$ cat src/rtl/data_mem_arbiter_pkg.sv
`default_nettype none
// ============================================================================
// Module      : data_mem_arbiter_pkg
// Description : Shared types and helpers for the two-port data memory arbiter:
//               FSM state encoding, port index constants and the word
//               alignment / range check.
// Revision    : 1.0 - initial release
// ============================================================================
package data_mem_arbiter_pkg;

    typedef enum logic [0:0] {
        ST_IDLE   = 1'b0,
        ST_ACCESS = 1'b1
    } state_t;

    localparam int c_PORT_PIPE   = 0;   // pipeline MEM stage
    localparam int c_PORT_LOADER = 1;   // loader / debug port
    localparam int c_WORD_BITS   = 64;

    // A request is serviceable only when it names a whole 8-byte word that
    // lies entirely inside the attached memory.
    function automatic logic addr_ok(input logic [63:0] byte_addr,
                                     input int unsigned mem_bytes);
        logic [63:0] w_limit;
        w_limit = 64'(mem_bytes) - 64'd8;
        return (byte_addr[2:0] == 3'b000) && (byte_addr <= w_limit);
    endfunction

endpackage
`default_nettype wire

$ cat src/rtl/rr_arbiter2.sv
`default_nettype none
// ============================================================================
// Module      : rr_arbiter2
// Description : Two-way round-robin arbiter with a bounded lock override.
//               A port granted with lock high becomes owner and keeps
//               exclusive grants until it drops lock/req or LOCK_MAX grants.
// Revision    : 1.0 - initial release
// ============================================================================
module rr_arbiter2 #(
    parameter int LOCK_MAX = 8
) (
    input  logic       clk,
    input  logic       reset,
    input  logic       grant_en,
    input  logic [1:0] req,
    input  logic [1:0] lock,
    output logic [1:0] gnt,
    output logic       gnt_port
);

    localparam int c_CNT_W = $clog2(LOCK_MAX + 1);

    logic               r_last;         // port granted most recently
    logic               r_owner_valid;
    logic               r_owner;
    logic [c_CNT_W-1:0] r_lock_cnt;

    logic               w_owner_active;
    logic               w_pick;
    logic               w_any;
    logic [c_CNT_W-1:0] w_next_cnt;

    // Pick a winner: an active lock owner first, otherwise round-robin on a tie.
    always_comb begin
        w_owner_active = r_owner_valid && req[r_owner] && lock[r_owner];
        w_any          = |req;
        if (w_owner_active) begin
            w_pick = r_owner;
        end else if (&req) begin
            w_pick = ~r_last;
        end else begin
            w_pick = req[1];
        end
        w_next_cnt = w_owner_active ? (r_lock_cnt + 1'b1) : c_CNT_W'(1);
        gnt        = 2'b00;
        if (grant_en && w_any) begin
            gnt = w_pick ? 2'b10 : 2'b01;
        end
    end

    assign gnt_port = w_pick;

    // Track round-robin history, lock ownership and the locked-grant budget.
    always_ff @(posedge clk or posedge reset) begin
        if (reset) begin
            r_last        <= 1'b1;          // makes port 0 win the first tie
            r_owner_valid <= 1'b0;
            r_owner       <= 1'b0;
            r_lock_cnt    <= '0;
        end else if (grant_en) begin
            if (w_any) begin
                r_last <= w_pick;
                if (lock[w_pick]) begin
                    if (w_next_cnt >= c_CNT_W'(LOCK_MAX)) begin
                        // Budget exhausted: force release so the other port
                        // gets the next tie.
                        r_owner_valid <= 1'b0;
                        r_lock_cnt    <= '0;
                    end else begin
                        r_owner_valid <= 1'b1;
                        r_owner       <= w_pick;
                        r_lock_cnt    <= w_next_cnt;
                    end
                end else begin
                    r_owner_valid <= 1'b0;
                    r_lock_cnt    <= '0;
                end
            end else if (r_owner_valid && !req[r_owner]) begin
                r_owner_valid <= 1'b0;
                r_lock_cnt    <= '0;
            end
        end
    end

endmodule
`default_nettype wire

$ cat src/rtl/data_mem_arbiter.sv
`default_nettype none
// ============================================================================
// Module      : data_mem_arbiter
// Description : Arbitrates a pipeline port and a loader/debug port onto one
//               64-bit data memory. Grant at T, memory access at T+1,
//               ack (with err/rdata) at T+2.
// Revision    : 1.0 - initial release
// ============================================================================
module data_mem_arbiter
    import data_mem_arbiter_pkg::*;
#(
    parameter int MEM_BYTES = 256,
    parameter int LOCK_MAX  = 8
) (
    input  logic         clk,
    input  logic         reset,
    input  logic [1:0]   req,
    input  logic [1:0]   we,
    input  logic [1:0]   lock,
    input  logic [127:0] addr,
    input  logic [127:0] wdata,
    output logic [1:0]   gnt,
    output logic [1:0]   ack,
    output logic         err,
    output logic [63:0]  rdata,
    output logic [63:0]  mem_addr,
    output logic [63:0]  mem_wdata,
    output logic         mem_we,
    output logic         mem_re,
    input  logic [63:0]  mem_rdata
);

    state_t                 r_state;
    state_t                 w_state_next;
    logic                   r_port;
    logic                   r_we;
    logic                   r_bad;
    logic [c_WORD_BITS-1:0] r_addr;
    logic [c_WORD_BITS-1:0] r_wdata;
    logic [c_WORD_BITS-1:0] r_rdata;
    logic [1:0]             r_ack;
    logic                   r_err;

    logic                   w_grant_en;
    logic [1:0]             w_arb_gnt;
    logic                   w_arb_port;
    logic [c_WORD_BITS-1:0] w_sel_addr;
    logic [c_WORD_BITS-1:0] w_sel_wdata;
    logic                   w_sel_we;
    logic                   w_mem_re;
    logic                   w_mem_we;

    assign w_grant_en = (r_state == ST_IDLE) && !reset;

    rr_arbiter2 #(
        .LOCK_MAX (LOCK_MAX)
    ) u_arb (
        .clk      (clk),
        .reset    (reset),
        .grant_en (w_grant_en),
        .req      (req),
        .lock     (lock),
        .gnt      (w_arb_gnt),
        .gnt_port (w_arb_port)
    );

    assign w_sel_addr  = w_arb_port ? addr[64*c_PORT_LOADER +: 64]  : addr[64*c_PORT_PIPE +: 64];
    assign w_sel_wdata = w_arb_port ? wdata[64*c_PORT_LOADER +: 64] : wdata[64*c_PORT_PIPE +: 64];
    assign w_sel_we    = w_arb_port ? we[c_PORT_LOADER] : we[c_PORT_PIPE];

    // State register; async reset drops ACCESS (and thus the strobes) at once.
    always_ff @(posedge clk or posedge reset) begin
        if (reset) begin
            r_state <= ST_IDLE;
        end else begin
            r_state <= w_state_next;
        end
    end

    // Next state: accept in IDLE, spend exactly one cycle in ACCESS.
    always_comb begin
        w_state_next = r_state;
        case (r_state)
            ST_IDLE:   if (|req) w_state_next = ST_ACCESS;
            ST_ACCESS: w_state_next = ST_IDLE;
            default:   w_state_next = ST_IDLE;
        endcase
    end

    // Memory strobes: only in ACCESS and only for a serviceable address.
    always_comb begin
        w_mem_re = 1'b0;
        w_mem_we = 1'b0;
        if (r_state == ST_ACCESS && !r_bad) begin
            w_mem_re = !r_we;
            w_mem_we = r_we;
        end
    end

    // Capture the granted request, then the access result for the ack cycle.
    always_ff @(posedge clk or posedge reset) begin
        if (reset) begin
            r_port  <= 1'b0;
            r_we    <= 1'b0;
            r_bad   <= 1'b0;
            r_addr  <= '0;
            r_wdata <= '0;
            r_rdata <= '0;
            r_ack   <= 2'b00;
            r_err   <= 1'b0;
        end else begin
            r_ack <= 2'b00;
            r_err <= 1'b0;
            if (|w_arb_gnt) begin
                r_port  <= w_arb_port;
                r_we    <= w_sel_we;
                r_addr  <= w_sel_addr;
                r_wdata <= w_sel_wdata;
                r_bad   <= !addr_ok(w_sel_addr, MEM_BYTES);
            end
            if (r_state == ST_ACCESS) begin
                r_ack   <= r_port ? 2'b10 : 2'b01;
                r_err   <= r_bad;
                r_rdata <= w_mem_re ? mem_rdata : '0;
            end
        end
    end

    assign gnt       = reset ? 2'b00 : w_arb_gnt;
    assign ack       = r_ack;
    assign err       = r_err;
    assign rdata     = r_rdata;
    assign mem_addr  = r_addr;
    assign mem_wdata = r_wdata;
    assign mem_we    = w_mem_we;
    assign mem_re    = w_mem_re;

endmodule
`default_nettype wire

$ cat config.mk
export PLATFORM = sky130hd
export DESIGN_NAME = data_mem_arbiter
export DESIGN_NICKNAME = d
export VERILOG_FILES = /design/src/rtl/data_mem_arbiter_pkg.sv /design/src/rtl/rr_arbiter2.sv /design/src/rtl/data_mem_arbiter.sv
export SDC_FILE = /design/constraint.sdc
export NUM_CORES = 1
export LEC_CHECK = 0
export ABC_CLOCK_PERIOD_IN_PS = 11900
export BUFFER_PORTS_ARGS = -buffer_cell sky130_fd_sc_hd__buf_2
export CORE_AREA = 2 2 202 204
export CTS_BUF_LIST = sky130_fd_sc_hd__clkbuf_8
export DETAILED_ROUTE_END_ITERATION = 8
export DIE_AREA = 0 0 204 206
export PLACE_DENSITY = 0.51
export SLEW_MARGIN = 20
export SYNTH_ARGS = -nofsm -noshare
export SYNTH_HDL_FRONTEND = slang
export SYNTH_SLANG_ARGS = --single-unit
$ cat constraint.sdc
create_clock -name clk -period 11.9 [get_ports clk]
set_clock_uncertainty 0.15 [all_clocks]
set_input_delay 2.38 -clock clk [delete_from_list [all_inputs] [get_ports clk]]
set_output_delay 2.38 -clock clk [all_outputs]
set_load 0.01 [all_outputs]
# --- Yosys cells after proc, flatten, opt, wreduce, memory -nomap -nowiden ---
# Index checks and enable logic that the tools add are counted.
word_totals:
  input_bits: 328
  out_inout_bits: 199
  ff_bits: 206
  word_cells: 72
op_classes:
  bitwise: 3
  muxes: 31
  add_sub_neg: 1
  n_reduce_logical: 20
  order_cmp: 4
op_table:
  columns: ["cell", "count"]
  rows:
  - ["$mux W64", 3]
  - ["$le A64 B8 Y1 const B", 1]
  - ["$mux W4", 5]
  - ["$mux W1", 17]
  - ["$mux W2", 5]
  - ["$logic_and A1 B1 Y1", 7]
  - ["$reduce_and A2 Y1", 3]
  - ["$logic_not A1 Y1", 5]
  - ["$add A4 B1 Y4 const B", 1]
  - ["$ge A4 B4 Y1 const B", 1]
  - ["$lt A1 B2 Y1 const B", 2]
  - ["$reduce_and A4 Y1", 1]
  - ["$reduce_or A2 Y1", 2]
  - ["$logic_not A3 Y1", 1]
  - ["$not A1 Y1", 3]
  - ["$pmux W1 S2", 1]
  - ["$reduce_bool A2 Y1", 1]

# --- Depth between registers and ports, before layout ---
logic_depth:
  depth_word: 9
  ltp_mapped: 8
  depth_no_buf: 5

# --- Cells and area by module ---
# A second synthesis with hierarchy kept.
unflattened:
  hier_cells: 942
  hier_area_um2: 9286.4
by_module_without_submodules:
  columns: ["mod", "area_per_inst_um2", "cells_each", "instances", "seq_area_each_um2"]
  rows:
  - ["data_mem_arbiter", 8859.7, 897, 1, 4979.8]
  - ["rr_arbiter2", 426.7, 45, 1, 176.4]

# --- Worst setup path after synthesis ---
# OpenSTA, ideal clock, no wires.
synth_path:
  path_kind: "input to output"
  start: "input lock[0]"
  end: "output gnt[1]"
  t_arrival_ps: 3206
  t_required_ps: 9370
  setup_slack_ps: 6164
  path_buffers: 2
  cell_stages: 5
  cell_sequence: "a21oi_1 -> o221ai_1 -> buf_4 -> buf_8 -> nor2_1"
synth_via:
  elab_chain_cells: 7
synth_lines:
  columns: ["element", "line", "source"]
  rows:
  - ["start, declared", "data_mem_arbiter.sv:19", "input logic [1:0] lock,"]
  - ["$mux W1 (not written as such) (2 in series)", "rr_arbiter2.sv:35", "w_owner_active = r_owner_valid && req[r_owner] && lock[r_owner];"]
  - ["$logic_and A1 B1 Y1", "rr_arbiter2.sv:35", null]
  - ["$mux W1", "rr_arbiter2.sv:37", "if (w_owner_active) begin"]
  - ["$mux W2", "rr_arbiter2.sv:47", "gnt = w_pick ? 2'b10 : 2'b01;"]
  - ["$mux W2", "rr_arbiter2.sv:46", "if (grant_en && w_any) begin"]
  - ["$mux W2", "data_mem_arbiter.sv:129", "assign gnt = reset ? 2'b00 : w_arb_gnt;"]
  - ["end, declared", "data_mem_arbiter.sv:22", "output logic [1:0] gnt,"]
# No other way between the ends. The select of a mux whose other input is x is not followed.

# --- Worst setup path in the final report ---
layout_path:
  start: "input reset"
  end: "output gnt[1]"
layout_via:
  elab_chain_cells: 5
layout_lines:
  columns: ["element", "line", "source"]
  rows:
  - ["start, declared", "data_mem_arbiter.sv:16", "input logic reset,"]
  - ["$logic_not A1 Y1 (no line)", null, null]
  - ["$logic_and A1 B1 Y1", "data_mem_arbiter.sv:53", "assign w_grant_en = (r_state == ST_IDLE) && !reset;"]
  - ["$logic_and A1 B1 Y1", "rr_arbiter2.sv:46", null]
  - ["$mux W2", "rr_arbiter2.sv:46", null]
  - ["$mux W2 (*)", "data_mem_arbiter.sv:129", null]
# Every way passes the cells marked *; elsewhere a longest branch is shown, timed or not.

==> reports/qor.csv <==
stage,metric,value,unit
clock_tree,post_cts_resize_count,0,
logic_synthesis,synth_area_leaders,"dfrtp_1, mux2i_1, nand2_1",
logic_synthesis,synth_edf_count,0,
clock_tree,cts_buffers,41,
power_and_ir_drop,irDropWorstVdd,0.07796,mV
global_route,grt_pass1_vias,8592,
clock_tree,clk_pin_slew,60,ps
floorplanning,boundaryPins,527,
clock_tree,clock_latency,570,ps
logic_synthesis,ys_ff_latch,206,
timing,worstMarginPinSlew,960.5,ps
timing,finalCritPeriodShare,53.44,%
timing,hold_slack,301.7,ps
place,dpl-instance-area,0.01234,sq mm
clock_tree,cts_setup_buffers,0,
drt,vias,8549,
clock_tree,clkSinkCount,206,
drt,wire_per_inst,17.30,um
clock_tree,cts_buffer_depth,3,
timing,min_period,6359,ps
global_route,overflow,0,
drt,drt-total-wl,34760,um
logic_synthesis,synth_flop_cell,dfrtp_1,
critical_path,reg2reg_depth,6,
logic_synthesis,yosys.area_share.simple,11.87,%
clock_tree,cts_tree,yes,
power_and_ir_drop,total_power,2.128,mW
clock_tree,postCtsHoldBufs,0,
drt,drc,0,
drt,viasPerCell,4.253,
global_route,grt_usage,16.17,%
global_route,antenna_found_initial,1,
logic_synthesis,muxShareOfSynthArea,14.00,%
logic_synthesis,syn_nets,1260,
power_and_ir_drop,power_leakage,7.130,nW
critical_path,path_class,primary input to output port,
timing,fin_tns_setup,0,ps
critical_path,crit_end,gnt[1],
place,dp_hpwl,27100,um
layout,drive_above_1_share,40.53,%
logic_synthesis,ys_warn_count,0,
global_route,grt_max_degree,105,
logic_synthesis,netlist_instances,931,
critical_path,reg2reg_to,mem_wdata[27],
logic_synthesis,async_flop_share,100.0,%
place,portBuffers,526,
clock_tree,root_buffer,clkbuf_8,
logic_synthesis,synth_area,0.009296,sq mm
floorplanning,core.rowCount,74,
layout,n_antenna_cell,0,
place,gp_congestion,0.9087,
power_and_ir_drop,p_per_area,161.6,mW/mm^2
drt,drtIter0Drc,316,
logic_synthesis,synth_area_leader_cell,dfrtp_1,
logic_synthesis,synth.yosys.seq_area_share,55.46,%
critical_path,r2r_slack,8880,ps
layout,final_common_cell,buf_2,
layout,nets,1781,
floorplanning,die_h,206,um
critical_path,r2r-start,u_arb.r_last,
layout,layout_common_cells,"buf_2, dfrtp_1, nand2_1",
floorplanning,start_util,23.13,%
run_status,status,finished clean,
flow_run,drv_cap,0,
floorplanning,coreArea,0.04018,sq mm
logic_synthesis,synthDominantCellAreaShare,55.18,%
logic_synthesis,synth_compound_area_share,11.75,%
drt,firstDrtPassIters,4,
critical_path,timing.critical_path.from,reset,
floorplanning,fp.dieArea,0.04202,sq mm
timing,hold_viol_final,0,
critical_path,critPathArrivalTime,3830,ps
clock_tree,htreeDepth,2,
layout,syn_to_final_growth,41.71,%
timing,clock.fmax,157.3,MHz
floorplanning,die_width,204,um
hold_path,hold_class,flop to flop,
layout,fin_area,0.01317,sq mm
logic_synthesis,yosysUniqueCellTypes,36,
drt,postRouteAntennaNets,0,
logic_synthesis,synth_top_family_by_area,multiplexers,
layout,instances_no_fill,2010,
logic_synthesis,synth_xor_area_share,0.1884,%
timing,final-setup-viol-count,0,
critical_path,setup.worst_path.start_class,primary input,
timing,rsz0062_at_grt,false,
critical_path,critPathCaptureType,output port,
logic_synthesis,synth_fa_ha_area_share,0.1346,%
critical_path,path_max_fanout,73,
timing,relSlewSlack,35.38,%
timing,final-max-slew-violation-count,0,
global_route,grt_pass1_wl,51140,um
critical_path,worstPathRequired,9370,ps
logic_synthesis,synth.avg_cell_area,9.985,sq um
place,dp_cells,1941,
==> report_power, final <==
| group | leakage, nW | total (mW) | internal [mW] | switching (mW) |
|---|---|---|---|---|
| Combinational | 4.01 | 0.514 | 0.211 | 0.303 |
| Sequential | 2.65 | 0.874 | 0.814 | 0.0602 |
| Clock | 0.462 | 0.740 | 0.422 | 0.318 |
| Total | 7.13 | 2.13 | 1.45 | 0.682 |
==> critical path, cell delays in order <==
cell     delay [ps]
buf_2           150
nor2_1          220
o21ai_4          80
buf_4           340
nor2_1          420
buf_2           210
==> worst min-delay path by stage <==
stage | startpoint | to | cells after the start
after CTS | r_port | ack[0] | 1
after global placement | r_port | ack[0] | 1
after detailed placement | r_port | ack[0] | 1
after global routing | r_port | ack[0] | 1
final | r_port | ack[0] | 1
after floorplan | r_port | ack[0] | 1
==> metrics by stage <==
stage,worst slack [ps],utilization [%]
2_1_floorplan,3748,-
4_1_cts,5505,32.78
5_1_grt,5431,32.78
6_report,5541,32.78
3_5_place_dp,5509,30.71
3_3_place_gp,5568,30.71
==> cells by family (layout without fill, tap and decap cells) <==
group,count (synthesis),in the layout
AND/OR/NAND/NOR,257,257
flip-flops,206,206
buffers and inverters,124,671
multiplexers,130,130
adder cells (fa/ha/maj),1,1
AO/OA/AOI/OAI,211,211
XOR/XNOR,2,2
==> cell usage after synthesis (all sizes together) (3+ instances only) <==
cell,n
buf,34
nand3,5
mux2i,130
nand4,6
and2,5
nor4,30
clkbuf,24
inv,66
o21ai,196
nor3,3
a21oi,4
a21o,3
nand2,196
dfrtp,205
nor2,4
==> per-layer routing <==
metal  routed length [um]  vias to the layer above  GRT usage, %
met4                  741                        0         4.917
met5                    0                        -             0
met3                 2892                       48         5.235
li1                     -                     4189             -
met1                14730                     3950         20.06
met2                16400                      362         26.76
==> layout make-up <==
class                           count  area, sq um
Fill cell                        4291        27010
Timing Repair Buffer              536         2708
Sequential cell                   206         5156
Clock inverter                     19        143.9
Inverter                           66        255.2
Tap cell                          532        665.6
Clock buffer                       50        688.2
Multi-Input combinational cell    601         3557
==> registers in the layout, indices dropped and copies added (netlist names) <==
signal and flops:
mem_wdata 64, ack 2, rdata 64, u_arb.r_last 1, r_we 1, err 1, r_state 1, r_bad 1
u_arb.r_owner 1, u_arb.r_owner_valid 1, u_arb.r_lock_cnt 4, mem_addr 64, r_port 1
No activity file was read; power rests on OpenSTA's default activity.
